[config.mk]
export PLATFORM = sky130hd
export DESIGN_NAME = control_flat
export DESIGN_NICKNAME = d
export VERILOG_FILES = /design/src/rtl/control_if.sv /design/src/rtl/control.sv /design/src/flat_wrapper.sv
export SDC_FILE = /design/constraint.sdc
export NUM_CORES = 1
export LEC_CHECK = 0
export ABC_AREA = 1
export BUFFER_PORTS_ARGS = -buffer_cell sky130_fd_sc_hd__clkbuf_2
export CAP_MARGIN = 20
export CORE_MARGIN = 4
export CORE_UTILIZATION = 40
export DETAILED_ROUTE_END_ITERATION = 10
export MAX_ROUTING_LAYER = met4
export PLACE_DENSITY = 0.94
export SYNTH_ARGS = -nofsm -noshare
export SYNTH_HDL_FRONTEND = slang
export SYNTH_SLANG_ARGS = --single-unit
[constraint.sdc]
create_clock -name clk -period 2.3 [get_ports clk]
set_input_delay 0.46 -clock clk [delete_from_list [all_inputs] [get_ports clk]]
set_output_delay 0.46 -clock clk [all_outputs]
set_load 0.05 [all_outputs]
[src/rtl/control_if.sv]
// Shared types for the RV32I multicycle control unit, plus the memory-port
// bundle between the control unit and the memory interface.
package control_pkg;

    typedef enum logic [6:0] {
        op_lui   = 7'b0110111,
        op_auipc = 7'b0010111,
        op_jal   = 7'b1101111,
        op_jalr  = 7'b1100111,
        op_br    = 7'b1100011,
        op_load  = 7'b0000011,
        op_store = 7'b0100011,
        op_imm   = 7'b0010011,
        op_reg   = 7'b0110011,
        op_csr   = 7'b1110011
    } rv32i_opcode;

    typedef enum logic [2:0] {
        alu_add = 3'b000, alu_sll = 3'b001, alu_sra = 3'b010, alu_sub = 3'b011,
        alu_xor = 3'b100, alu_srl = 3'b101, alu_or  = 3'b110, alu_and = 3'b111
    } alu_ops;

    typedef enum logic [2:0] {
        beq = 3'b000, bne = 3'b001, blt = 3'b100, bge = 3'b101, bltu = 3'b110, bgeu = 3'b111
    } branch_funct3_t;

    typedef enum logic [2:0] {
        add = 3'b000, sll = 3'b001, slt = 3'b010, sltu = 3'b011,
        axor = 3'b100, sr = 3'b101, aor = 3'b110, aand = 3'b111
    } arith_funct3_t;

    typedef enum logic [2:0] {
        lb = 3'b000, lh = 3'b001, lw = 3'b010, lbu = 3'b100, lhu = 3'b101
    } load_funct3_t;

    typedef enum logic [1:0] {
        pcmux_pc_plus4, pcmux_alu_out, pcmux_alu_mod2
    } pcmux_sel_t;

    typedef enum logic [3:0] {
        rfmux_alu_out, rfmux_br_en, rfmux_u_imm, rfmux_lw, rfmux_pc_plus4,
        rfmux_lb, rfmux_lbu, rfmux_lh, rfmux_lhu
    } regfilemux_sel_t;

    typedef enum logic {
        marmux_pc_out, marmux_alu_out
    } marmux_sel_t;

    typedef enum logic {
        alumux1_rs1_out, alumux1_pc_out
    } alumux1_sel_t;

    typedef enum logic [2:0] {
        alumux2_i_imm, alumux2_u_imm, alumux2_b_imm, alumux2_s_imm, alumux2_j_imm, alumux2_rs2_out
    } alumux2_sel_t;

    typedef enum logic {
        cmpmux_rs2_out, cmpmux_i_imm
    } cmpmux_sel_t;

endpackage

// Memory handshake bundle: control drives strobes and byte masks, memory
// answers with mem_resp; MAR contents come back for lane selection.
interface control_if;
    logic        mem_read;
    logic        mem_write;
    logic [3:0]  read_mask;
    logic [3:0]  write_mask;
    logic        mem_resp;
    logic [31:0] mem_addr_unaligned;

    modport master (
        output mem_read, mem_write, read_mask, write_mask,
        input  mem_resp, mem_addr_unaligned
    );

    modport slave (
        input  mem_read, mem_write, read_mask, write_mask,
        output mem_resp, mem_addr_unaligned
    );
endinterface

[src/rtl/control.sv]
// Multicycle RV32I sequencer: walks each instruction through fetch, decode,
// execute, memory and writeback, driving every datapath control signal.
module control
    import control_pkg::*;
(
    input  logic            clk,
    input  logic            rst,
    input  logic [6:0]      opcode,
    input  logic [2:0]      funct3,
    input  logic [6:0]      funct7,
    input  logic            br_en,
    control_if.master       bus,
    output logic            load_pc,
    output logic            load_ir,
    output logic            load_regfile,
    output logic            load_mar,
    output logic            load_mdr,
    output logic            load_data_out,
    output pcmux_sel_t      pcmux_sel,
    output regfilemux_sel_t regfilemux_sel,
    output marmux_sel_t     marmux_sel,
    output alumux1_sel_t    alumux1_sel,
    output alumux2_sel_t    alumux2_sel,
    output cmpmux_sel_t     cmpmux_sel,
    output alu_ops          aluop,
    output branch_funct3_t  cmpop
);

    typedef enum logic [4:0] {
        FETCH1, FETCH2, FETCH3, DECODE, IMM, REG, LUI, AUIPC, BR,
        CALC_LD, CALC_ST, LD1, LD2, ST1, ST2, JAL, JALR
    } state_t;

    state_t state, next_state;

    logic unused_bits;
    assign unused_bits = ^{funct7[6], funct7[4:0], bus.mem_addr_unaligned[31:2]};

    // Byte-lane mask from access size (funct3[1:0]) and address offset;
    // the shift truncates to 4 bits, so misaligned halves lose upper lanes.
    function automatic logic [3:0] lane_mask(input logic [2:0] f3, input logic [1:0] off);
        case (f3[1:0])
            2'b00:   lane_mask = 4'b0001 << off;
            2'b01:   lane_mask = 4'b0011 << off;
            2'b10:   lane_mask = 4'b1111;
            default: lane_mask = 4'b0000;
        endcase
    endfunction

    // State register; reset parks the sequencer at the start of fetch.
    always_ff @(posedge clk or negedge rst) begin
        if (!rst) state <= FETCH1;
        else      state <= next_state;
    end

    // Next-state and per-state datapath controls.
    always_comb begin
        next_state     = state;
        load_pc        = 1'b0;
        load_ir        = 1'b0;
        load_regfile   = 1'b0;
        load_mar       = 1'b0;
        load_mdr       = 1'b0;
        load_data_out  = 1'b0;
        pcmux_sel      = pcmux_pc_plus4;
        regfilemux_sel = rfmux_alu_out;
        marmux_sel     = marmux_pc_out;
        alumux1_sel    = alumux1_rs1_out;
        alumux2_sel    = alumux2_i_imm;
        cmpmux_sel     = cmpmux_rs2_out;
        aluop          = alu_add;
        cmpop          = branch_funct3_t'(funct3);
        bus.mem_read   = 1'b0;
        bus.mem_write  = 1'b0;
        bus.read_mask  = '0;
        bus.write_mask = '0;

        case (state)
            FETCH1: begin
                marmux_sel = marmux_pc_out;
                load_mar   = 1'b1;
                next_state = FETCH2;
            end
            FETCH2: begin
                bus.mem_read = 1'b1;
                load_mdr     = 1'b1;
                if (bus.mem_resp) next_state = FETCH3;
            end
            FETCH3: begin
                load_ir    = 1'b1;
                next_state = DECODE;
            end
            DECODE: begin
                case (opcode)
                    op_imm:   next_state = IMM;
                    op_reg:   next_state = REG;
                    op_lui:   next_state = LUI;
                    op_auipc: next_state = AUIPC;
                    op_br:    next_state = BR;
                    op_load:  next_state = CALC_LD;
                    op_store: next_state = CALC_ST;
                    op_jal:   next_state = JAL;
                    op_jalr:  next_state = JALR;
                    default: begin
                        load_pc    = 1'b1;
                        pcmux_sel  = pcmux_pc_plus4;
                        next_state = FETCH1;
                    end
                endcase
            end
            IMM, REG: begin
                alumux1_sel    = alumux1_rs1_out;
                alumux2_sel    = (state == REG) ? alumux2_rs2_out : alumux2_i_imm;
                regfilemux_sel = rfmux_alu_out;
                load_regfile   = 1'b1;
                load_pc        = 1'b1;
                next_state     = FETCH1;
                case (funct3)
                    slt, sltu: begin
                        cmpop          = (funct3 == slt) ? blt : bltu;
                        cmpmux_sel     = (state == REG) ? cmpmux_rs2_out : cmpmux_i_imm;
                        regfilemux_sel = rfmux_br_en;
                    end
                    sr:      aluop = funct7[5] ? alu_sra : alu_srl;
                    add:     aluop = (state == REG && funct7[5]) ? alu_sub : alu_add;
                    default: aluop = alu_ops'(funct3);
                endcase
            end
            LUI: begin
                regfilemux_sel = rfmux_u_imm;
                load_regfile   = 1'b1;
                load_pc        = 1'b1;
                next_state     = FETCH1;
            end
            AUIPC: begin
                alumux1_sel    = alumux1_pc_out;
                alumux2_sel    = alumux2_u_imm;
                regfilemux_sel = rfmux_alu_out;
                load_regfile   = 1'b1;
                load_pc        = 1'b1;
                next_state     = FETCH1;
            end
            BR: begin
                alumux1_sel = alumux1_pc_out;
                alumux2_sel = alumux2_b_imm;
                cmpmux_sel  = cmpmux_rs2_out;
                pcmux_sel   = br_en ? pcmux_alu_out : pcmux_pc_plus4;
                load_pc     = 1'b1;
                next_state  = FETCH1;
            end
            JAL: begin
                alumux1_sel    = alumux1_pc_out;
                alumux2_sel    = alumux2_j_imm;
                regfilemux_sel = rfmux_pc_plus4;
                load_regfile   = 1'b1;
                pcmux_sel      = pcmux_alu_out;
                load_pc        = 1'b1;
                next_state     = FETCH1;
            end
            JALR: begin
                alumux1_sel    = alumux1_rs1_out;
                alumux2_sel    = alumux2_i_imm;
                regfilemux_sel = rfmux_pc_plus4;
                load_regfile   = 1'b1;
                pcmux_sel      = pcmux_alu_mod2;
                load_pc        = 1'b1;
                next_state     = FETCH1;
            end
            CALC_LD: begin
                alumux1_sel = alumux1_rs1_out;
                alumux2_sel = alumux2_i_imm;
                marmux_sel  = marmux_alu_out;
                load_mar    = 1'b1;
                next_state  = LD1;
            end
            CALC_ST: begin
                alumux1_sel   = alumux1_rs1_out;
                alumux2_sel   = alumux2_s_imm;
                marmux_sel    = marmux_alu_out;
                load_mar      = 1'b1;
                load_data_out = 1'b1;
                next_state    = ST1;
            end
            LD1: begin
                bus.mem_read  = 1'b1;
                load_mdr      = 1'b1;
                bus.read_mask = lane_mask(funct3, bus.mem_addr_unaligned[1:0]);
                if (bus.mem_resp) next_state = LD2;
            end
            LD2: begin
                bus.read_mask = lane_mask(funct3, bus.mem_addr_unaligned[1:0]);
                case (funct3)
                    lb:      regfilemux_sel = rfmux_lb;
                    lh:      regfilemux_sel = rfmux_lh;
                    lbu:     regfilemux_sel = rfmux_lbu;
                    lhu:     regfilemux_sel = rfmux_lhu;
                    default: regfilemux_sel = rfmux_lw;
                endcase
                load_regfile = 1'b1;
                load_pc      = 1'b1;
                next_state   = FETCH1;
            end
            ST1: begin
                bus.mem_write  = 1'b1;
                bus.write_mask = lane_mask(funct3, bus.mem_addr_unaligned[1:0]);
                if (bus.mem_resp) next_state = ST2;
            end
            ST2: begin
                load_pc    = 1'b1;
                next_state = FETCH1;
            end
            default: next_state = FETCH1;
        endcase

        // Reset is asynchronous, so strobes and enables drop in the same cycle.
        if (!rst) begin
            load_pc        = 1'b0;
            load_ir        = 1'b0;
            load_regfile   = 1'b0;
            load_mar       = 1'b0;
            load_mdr       = 1'b0;
            load_data_out  = 1'b0;
            bus.mem_read   = 1'b0;
            bus.mem_write  = 1'b0;
            bus.read_mask  = '0;
            bus.write_mask = '0;
        end
    end

endmodule

[src/flat_wrapper.sv]
// flat-port wrapper written by rule: the top's interface ports become plain ports
module control_flat import control_pkg::*;
  (clk, rst, opcode, funct3, funct7, br_en, load_pc, load_ir, load_regfile, load_mar, load_mdr, load_data_out, pcmux_sel, regfilemux_sel, marmux_sel, alumux1_sel, alumux2_sel, cmpmux_sel, aluop, cmpop, bus_mem_read, bus_mem_write, bus_read_mask, bus_write_mask, bus_mem_resp, bus_mem_addr_unaligned);
  control_if bus_i ();
  input  logic clk;
  input  logic rst;
  input  logic [6:0] opcode;
  input  logic [2:0] funct3;
  input  logic [6:0] funct7;
  input  logic br_en;
  output logic load_pc;
  output logic load_ir;
  output logic load_regfile;
  output logic load_mar;
  output logic load_mdr;
  output logic load_data_out;
  output pcmux_sel_t pcmux_sel;
  output regfilemux_sel_t regfilemux_sel;
  output marmux_sel_t marmux_sel;
  output alumux1_sel_t alumux1_sel;
  output alumux2_sel_t alumux2_sel;
  output cmpmux_sel_t cmpmux_sel;
  output alu_ops aluop;
  output branch_funct3_t cmpop;
  output wire logic [$bits(bus_i.mem_read)-1:0] bus_mem_read;
  output wire logic [$bits(bus_i.mem_write)-1:0] bus_mem_write;
  output wire logic [$bits(bus_i.read_mask)-1:0] bus_read_mask;
  output wire logic [$bits(bus_i.write_mask)-1:0] bus_write_mask;
  input wire logic [$bits(bus_i.mem_resp)-1:0] bus_mem_resp;
  input wire logic [$bits(bus_i.mem_addr_unaligned)-1:0] bus_mem_addr_unaligned;
  assign bus_mem_read = bus_i.mem_read;
  assign bus_mem_write = bus_i.mem_write;
  assign bus_read_mask = bus_i.read_mask;
  assign bus_write_mask = bus_i.write_mask;
  assign bus_i.mem_resp = bus_mem_resp;
  assign bus_i.mem_addr_unaligned = bus_mem_addr_unaligned;
  control u_core (.clk(clk), .rst(rst), .opcode(opcode), .funct3(funct3), .funct7(funct7), .br_en(br_en), .bus(bus_i), .load_pc(load_pc), .load_ir(load_ir), .load_regfile(load_regfile), .load_mar(load_mar), .load_mdr(load_mdr), .load_data_out(load_data_out), .pcmux_sel(pcmux_sel), .regfilemux_sel(regfilemux_sel), .marmux_sel(marmux_sel), .alumux1_sel(alumux1_sel), .alumux2_sel(alumux2_sel), .cmpmux_sel(cmpmux_sel), .aluop(aluop), .cmpop(cmpop));
endmodule
==> impl_summary.txt, run 1 <==
----------------------------------------------------
[Outcome]
  Run status ... complete, no violations

[Logic synthesis]
  Register area share after synthesis ... 13.2%
  Post-Syn Nets ... 233
  Number of standard cells after synthesis ... 180
  Post-synthesis cell type count ... 25
  Fraction of synthesis flops using an asynchronous set or reset pin ... 100%
  Prevailing post-synth register cell ... sky130_fd_sc_hd__dfrtp_1
  Biggest area contributors in the synthesized netlist ... sky130_fd_sc_hd__nand2_1 (17%), sky130_fd_sc_hd__nor2_1 (15%), sky130_fd_sc_hd__dfrtp_1 (13%)
  Post-synthesis sequential element count ... 5
  Synth cell count leaders ... sky130_fd_sc_hd__nand2_1 (44), sky130_fd_sc_hd__nor2_1 (38), sky130_fd_sc_hd__inv_1 (25)
  Yosys synthesis warning count ... 0
  Top-count cell post-synth ... sky130_fd_sc_hd__nand2_1
  Syn Area/Cell ... 5.26 um2
  EDFF count, synth ... 0
  Synth Cell Area ... 947 um2
  Top cell type by total area after synthesis ... sky130_fd_sc_hd__nand2_1
  Share of the synthesized area in the top cell type ... 17.4%

[STA]
  RSZ-0062 raised after global routing ... true
  Slew headroom ... 81.4%
  Period minus WS final ... 2.25 ns
  Post-route setup slack ... 0.0519 ns
  Max-slew violations ... 0
  Skew final ... 0.00257 ns
  Number of hold violations in the final report ... 0
  Period utilisation layout ... 97.7%
  Upper clock frequency limit ... 445 MHz
  Number of failing setup endpoints in the final timing report ... 0
  Actual transition at the worst max-transition pin ... 0.277 ns

[Place]
  Half-perimeter wire length after placement ... 2450 um
  Count of input and output buffers ... 50
  Placer Congestion ... 0.915
  Worst setup timing slack at the placement stage ... 0.0941 ns
  Placed Cells ... 258

[Drt]
  Initial drt markers ... 61
  DR pass1 iterations ... 4
  Detail-routed via count per cell ... 5.14
  Aggregate routed wire length ... 2970 um
  Antenna viol nets, final ... 0
  Wire per inst ... 11.2 um
  Detailed-route via count ... 1362
  Drc violations ... 0

[Critical path]
  Sort of element at the start of the critical path ... register
  Critical path type ... register to primary output
  Data arrival at the endpoint of the critical path ... 1.79 ns
  Logic depth of the worst register-to-register path ... 7
  WP data required ... 1.84 ns
  Critical Path Sink Type ... primary output
  CP max FO ... 6

[Job]
  Count of max-cap constraint violations ... 0

[Global route]
  Leftover overflow at the end of global routing ... 0
  Wire length of the first global-routing pass ... 5040 um
  Number of global-route vias before repair ... 1264
  Total track usage ... 19.4%
  Number of antenna violations at the first check in global routing ... 0
  Pin count of the biggest net entering global routing ... 10

[Power]
  Total power draw ... 0.000802 W
  Internal power component ... 0.000333 W
  Psw ... 0.000470 W
  Share of total power consumed by net switching ... 58.6%
  Maximum resistive drop on vdd ... 0.343 mV
  LEAKAGE ... 0.785 nW
  Pwr per Cell Area ... 588 nW/um2
  Sequential power share ... 18.4%
  Share of total power in combinational logic ... 68.9%
  Clock network fraction of total power ... 12.6%

[Finish]
  Final instance count without filler cells ... 265
  Final #Nets ... 291
  Area Overhead vs Synth ... 44.1%
  Number of filler instances in the final layout ... 239
  Fraction of layout instances using a drive strength above 1 ... 38.0%
  Largest reg by FF count ... u_core.state
  Largest regs ... u_core.state (5)
  Number of antenna repair diodes ... 0
  Number of flip-flops under the largest register name ... 5

[Clock network]
  CTS tree ... done
  TritonCTS Buffers ... 3
  # H-tree levels ... 1
  Clock root buffer ... sky130_fd_sc_hd__clkbuf_4
  CTS sink cnt ... 5
  Clock buffer depth ... 2
  Clk slew on worst S/H paths ... 0.04 ns
  Clock latency on the worst-skew pair ... 0.24 ns

[Die]
  Number of core rows ... 17
  Width of the chip ... 56.7 um
  Core Region ... 2230 um2
  Die height ... 56.7 um
  Initial cell density of the core ... 42.4%
  Top-Level Pins ... 87
  Die Footprint ... 3210 um2

[Worst hold path]
  Worst hold path class ... primary input to asynchronous set/reset pin

----------------------------------------------------
## worst paths after layout
check / end / from / slack, ns
setup / recovery: aluop[0] / u_core.state[1] / 0.05
hold / removal: u_core.state[1] / rst / 0.05
setup reg to reg: u_core.state[0] / u_core.state[1] / 0.91
hold reg to reg: u_core.state[4] / u_core.state[1] / 0.68
max in group asynchronous: u_core.state[4] / rst / 2.07
min in group clk: u_core.state[1] / bus_mem_resp / 0.50
## final cells by class
cell class | count | area (um2) | area share [%]
inverters | 29 | 111 | 8.16
flip-flops and latches | 5 | 129 | 9.44
multi-input cells | 144 | 741 | 54.3
clock buffers | 4 | 26.3 | 1.92
repair buffers | 55 | 323 | 23.6
well taps | 28 | 35.0 | 2.57
## per-layer routing
layer | up-vias | wire (um) | global-route usage (%)
met5 | - | 0 | -
met1 | 586 | 1140 | 22.1
met2 | 67 | 1490 | 32.2
met3 | 11 | 269 | 4.14
met4 | 0 | 68 | 8.81
li1 | 698 | - | -
## what timing repair did
item | 4_1_cts | 5_1_grt
pin swaps | 0 | 5
gates resized for setup | 3 | 42
hold buffers | 0 | 0
endpoints found under the setup margin | 3 | 19
buffers inserted | 0 | 3
## cells by family after synthesis
group	after synthesis	synth area share [%]
AND/OR/NAND/NOR	115	55.2
flip-flops	5	13.2
buffers and inverters	31	13.1
AO/OA/AOI/OAI	29	18.5
## metrics by stage
step	cell area [um2]	setup TNS (ns)	hold WS (ns)	utilization, %
finish	1370	0	0.0471	61.1
global route	1370	-0.0944	0.0327	61.1
CTS	1270	0	0.0452	57.0
detailed placement	1240	0	0.297	55.5
global placement	1240	0	0.296	55.5
floorplan	955	-0.909	0.164	-
## cell usage in the layout (no fill, tap or decap), drive strengths merged, types with 3 or more instances in the layout
cell type  instances
clkbuf            40
a21oi              6
o21ai             14
dfrtp              5
nor2              44
nor3               5
a31oi              4
inv               29
nand3             15
buf               19
nand4              3
nand2             46
## power groups by stage
| stage | registers [W] | clock network [W] | logic [W] |
|---|---|---|---|
| floorplan | 0.000128 | 0 | 0.000430 |
| global placement | 0.000141 | 0 | 0.000518 |
| detailed placement | 0.000141 | 0 | 0.000525 |
| CTS | 0.000140 | 0.000104 | 0.000529 |
| global route | 0.000152 | 0.000118 | 0.000613 |
| finish | 0.000148 | 0.000101 | 0.000553 |
## critical path, cell delays in order (launching register included)
cell                      delay (ns)
sky130_fd_sc_hd__dfrtp_1        0.41
sky130_fd_sc_hd__buf_4          0.19
sky130_fd_sc_hd__nor2_4         0.15
sky130_fd_sc_hd__nand2_1        0.12
sky130_fd_sc_hd__nor3b_2        0.25
sky130_fd_sc_hd__nor2_1         0.09
sky130_fd_sc_hd__nor2_1         0.16
sky130_fd_sc_hd__buf_6          0.18
(Power assumes the default switching activity.)
==> run 2: changes to the inputs <==
--- a/config.mk
+++ b/config.mk
@@ -13,6 +13,7 @@
 export DETAILED_ROUTE_END_ITERATION = 10
 export MAX_ROUTING_LAYER = met4
 export PLACE_DENSITY = 0.94
+export SLEW_MARGIN = 0
 export SYNTH_ARGS = -nofsm -noshare
 export SYNTH_HDL_FRONTEND = slang
 export SYNTH_SLANG_ARGS = --single-unit
==> constraint.sdc (replaced) <==
create_clock -name clk -period 2.65 [get_ports clk]
set_input_delay 0.53 -clock clk [delete_from_list [all_inputs] [get_ports clk]]
set_output_delay 0.53 -clock clk [all_outputs]
set_load 0.05 [all_outputs]
==> run 2 against run 1 <==
  * Cell area shrank 8.3%
  * Via count shrank 3.2%
  * Clock power shrank 11%
  * Flip-flop and latch count is the same
==> impl_summary.txt, run 2 (synthesis gave the netlist of run 1 again) <==
----------------------------------------------------
[Drt]
  DR pass1 iterations ... 4 (unchanged)
  Detail-routed via count per cell ... 5.07 (-1.3%)
  Wire length on met2 ... 1280 um (-15%)
  Drc violations ... 0 (unchanged)
  Initial drt markers ... 49 (-20%)
  Detailed-route via count ... 1319 (-3.2%)
  Routed wire length on met3 ... 253 um (-5.9%)
  Max layer used ... met4
  Wire per inst ... 10.5 um (-6.5%)
  Antenna viol nets, final ... 0 (unchanged)
  Aggregate routed wire length ... 2730 um (-8.2%)
  Met1 wire length ... 1180 um (+3.3%)

[Place]
  Half-perimeter wire length after placement ... 2360 um (-3.6%)
  Placer Congestion ... 0.908 (-0.82%)
  Area post-placement ... 1220 um2 (-1.4%)
  Count of input and output buffers ... 50 (unchanged)

[Critical path]
  Critical path type ... register to primary output
  Data arrival at the endpoint of the critical path ... 1.93 ns (+0.14 ns)
  Critical Path Sink Type ... primary output
  WP data required ... 2.12 ns (+0.28 ns)
  Sort of element at the start of the critical path ... register
  CP max FO ... 8 (+2)

[STA]
  Period utilisation layout ... 92.7%
  Number of failing setup endpoints in the final timing report ... 0 (unchanged)
  Accumulated negative setup slack ... 0 ns (unchanged)
  Max-slew violations ... 0 (unchanged)
  RSZ-0062 raised after global routing ... false
  Upper clock frequency limit ... 407 MHz
  Number of hold violations in the final report ... 0 (unchanged)
  Skew final ... 0.00417 ns (+0.00159 ns)
  Actual transition at the worst max-transition pin ... 0.410 ns (+0.133 ns)
  Slew headroom ... 72.7% (-8.7 points)
  Period minus WS final ... 2.46 ns

[Finish]
  Number of flip-flops under the largest register name ... 5 (unchanged)
  Number of antenna repair diodes ... 0 (unchanged)
  Number of filler instances in the final layout ... 248 (+3.8%)
  Post-route cell area ... 1250 um2 (-8.3%)
  Share of the core filled with cells in the final layout ... 56.0% (-5.1 points)
  Largest reg by FF count ... u_core.state
  Area Overhead vs Synth ... 32.1%
  Final #Nets ... 286 (-1.7%)
  Fraction of layout instances using a drive strength above 1 ... 31.5% (-6.5 points)
  Multi-input gate area ... 706 um2 (-4.7%)
  Most frequent standard cell in the layout excluding fill and tap cells ... sky130_fd_sc_hd__clkbuf_2
  Flip-flop and latch area ... 125 um2 (-2.9%)
  Largest regs ... u_core.state (5)
  Most used cells in the layout excluding fill and tap cells ... sky130_fd_sc_hd__clkbuf_2 (50), sky130_fd_sc_hd__nand2_1 (44), sky130_fd_sc_hd__nor2_1 (37)

[Global route]
  Total track usage ... 17.4% (-2.0 points)
  Pin count of the biggest net entering global routing ... 10 (unchanged)
  Leftover overflow at the end of global routing ... 0 (unchanged)
  Number of antenna violations at the first check in global routing ... 0 (unchanged)
  Number of global-route vias before repair ... 1139 (-9.9%)
  Wire length of the first global-routing pass ... 4510 um (-11%)

[Clock network]
  Clock buffer depth ... 2 (unchanged)
  Clock root buffer ... sky130_fd_sc_hd__clkbuf_4
  Clock latency on the worst-skew pair ... 0.25 ns (about the same)
  CTS tree ... done
  Post-CTS Setup Inserts ... 0 (unchanged)
  TritonCTS Buffers ... 3 (unchanged)
  Clk slew on worst S/H paths ... 0.05 ns (about the same)
  CTS sink cnt ... 5 (unchanged)
  # H-tree levels ... 1 (unchanged)

[Outcome]
  Run status ... complete, no violations

[Die]
  Die height ... 56.7 um (unchanged)
  Die Footprint ... 3210 um2 (unchanged)
  Number of core rows ... 17 (unchanged)
  Width of the chip ... 56.7 um (unchanged)
  Top-Level Pins ... 87 (unchanged)
  Core Region ... 2230 um2 (unchanged)
  Initial cell density of the core ... 42.4% (unchanged)

[Power]
  LEAKAGE ... 0.747 nW (-4.7%)
  Pwr per Cell Area ... 523 nW/um2 (-11%)
  Clock network fraction of total power ... 13.7% (+1.1 points)
  Sequential power share ... 21.5% (+3.1 points)
  Maximum resistive drop on vdd ... 0.314 mV (-8.4%)
  Psw ... 0.000392 W (-17%)
  Share of total power consumed by net switching ... 59.8% (+1.3 points)
  Share of total power in combinational logic ... 64.9% (-4.0 points)
  Internal power component ... 0.000263 W (-21%)

[Job]
  Count of max-cap constraint violations ... 0 (unchanged)

[Worst hold path]
  Worst hold path class ... primary input to asynchronous set/reset pin

----------------------------------------------------
run 2: metrics by stage:
stage | cells | hold WS, ns | setup slack, ns | total power, W
after floorplan | 180 | 0.234 | 0.0290 | 0.000481
after global placement | 256 | 0.367 | 0.277 | 0.000555
after detailed placement | 256 | 0.368 | 0.282 | 0.000559
after CTS | 260 | 0.106 | 0.156 | 0.000650
after global routing | 260 | 0.106 | 0.0568 | 0.000709
final | 260 | 0.110 | 0.192 | 0.000654
run 2: routing by layer:
layer  global-route usage (%)  vias to the layer above
li1                         -                      690
met1                     20.3                      575
met2                     28.9                       52
met3                     3.22                        2
met4                     7.46                        0
met5                        -                        -
run 2: path summary, 6_finish.rpt:
check	start	endpoint	slack, ns	cells past startpoint
hold reg to reg	u_core.state[0]	u_core.state[4]	0.71	2
setup / recovery	u_core.state[1]	load_pc	0.19	9
hold / removal	rst	u_core.state[1]	0.11	1
setup reg to reg	u_core.state[1]	u_core.state[0]	1.24	6
max in group asynchronous	rst	u_core.state[3]	2.37	1
min in group clk	bus_mem_resp	u_core.state[1]	0.57	4
run 2: critical path: stages (launching register included):
cell                       delay [ns]
sky130_fd_sc_hd__dfrtp_1         0.58
sky130_fd_sc_hd__nand2_2         0.17
sky130_fd_sc_hd__nor2_1          0.13
sky130_fd_sc_hd__nand2_1         0.13
sky130_fd_sc_hd__nand2_1         0.11
sky130_fd_sc_hd__nor2_2          0.05
sky130_fd_sc_hd__nand2_1         0.08
sky130_fd_sc_hd__nor2_1          0.05
sky130_fd_sc_hd__nor2_1          0.09
sky130_fd_sc_hd__clkbuf_2        0.28
run 2: area by class of cell:
| class | count | share of cell area (%) |
|---|---|---|
| flip-flops and latches | 5 | 10.0 |
| inverters | 29 | 8.70 |
| well taps | 28 | 2.80 |
| multi-input cells | 144 | 56.4 |
| repair buffers | 50 | 20.0 |
| clock buffers | 4 | 2.10 |
run 2: power groups by stage:
stage / clock network, W / logic (W) / registers (W)
2_1_floorplan: 0 / 0.000370 / 0.000111
3_3_place_gp: 0 / 0.000417 / 0.000138
3_5_place_dp: 0 / 0.000421 / 0.000138
4_1_cts: 0.0000921 / 0.000422 / 0.000137
5_1_grt: 0.0000982 / 0.000468 / 0.000143
6_report: 0.0000895 / 0.000424 / 0.000140
run 2: what timing repair did:
item | in CTS | in global routing
endpoints found under the setup margin | 0 | 1
resized for setup | 0 | 1
hold endpoints to repair | 0 | 0
hold buffers | 0 | 0
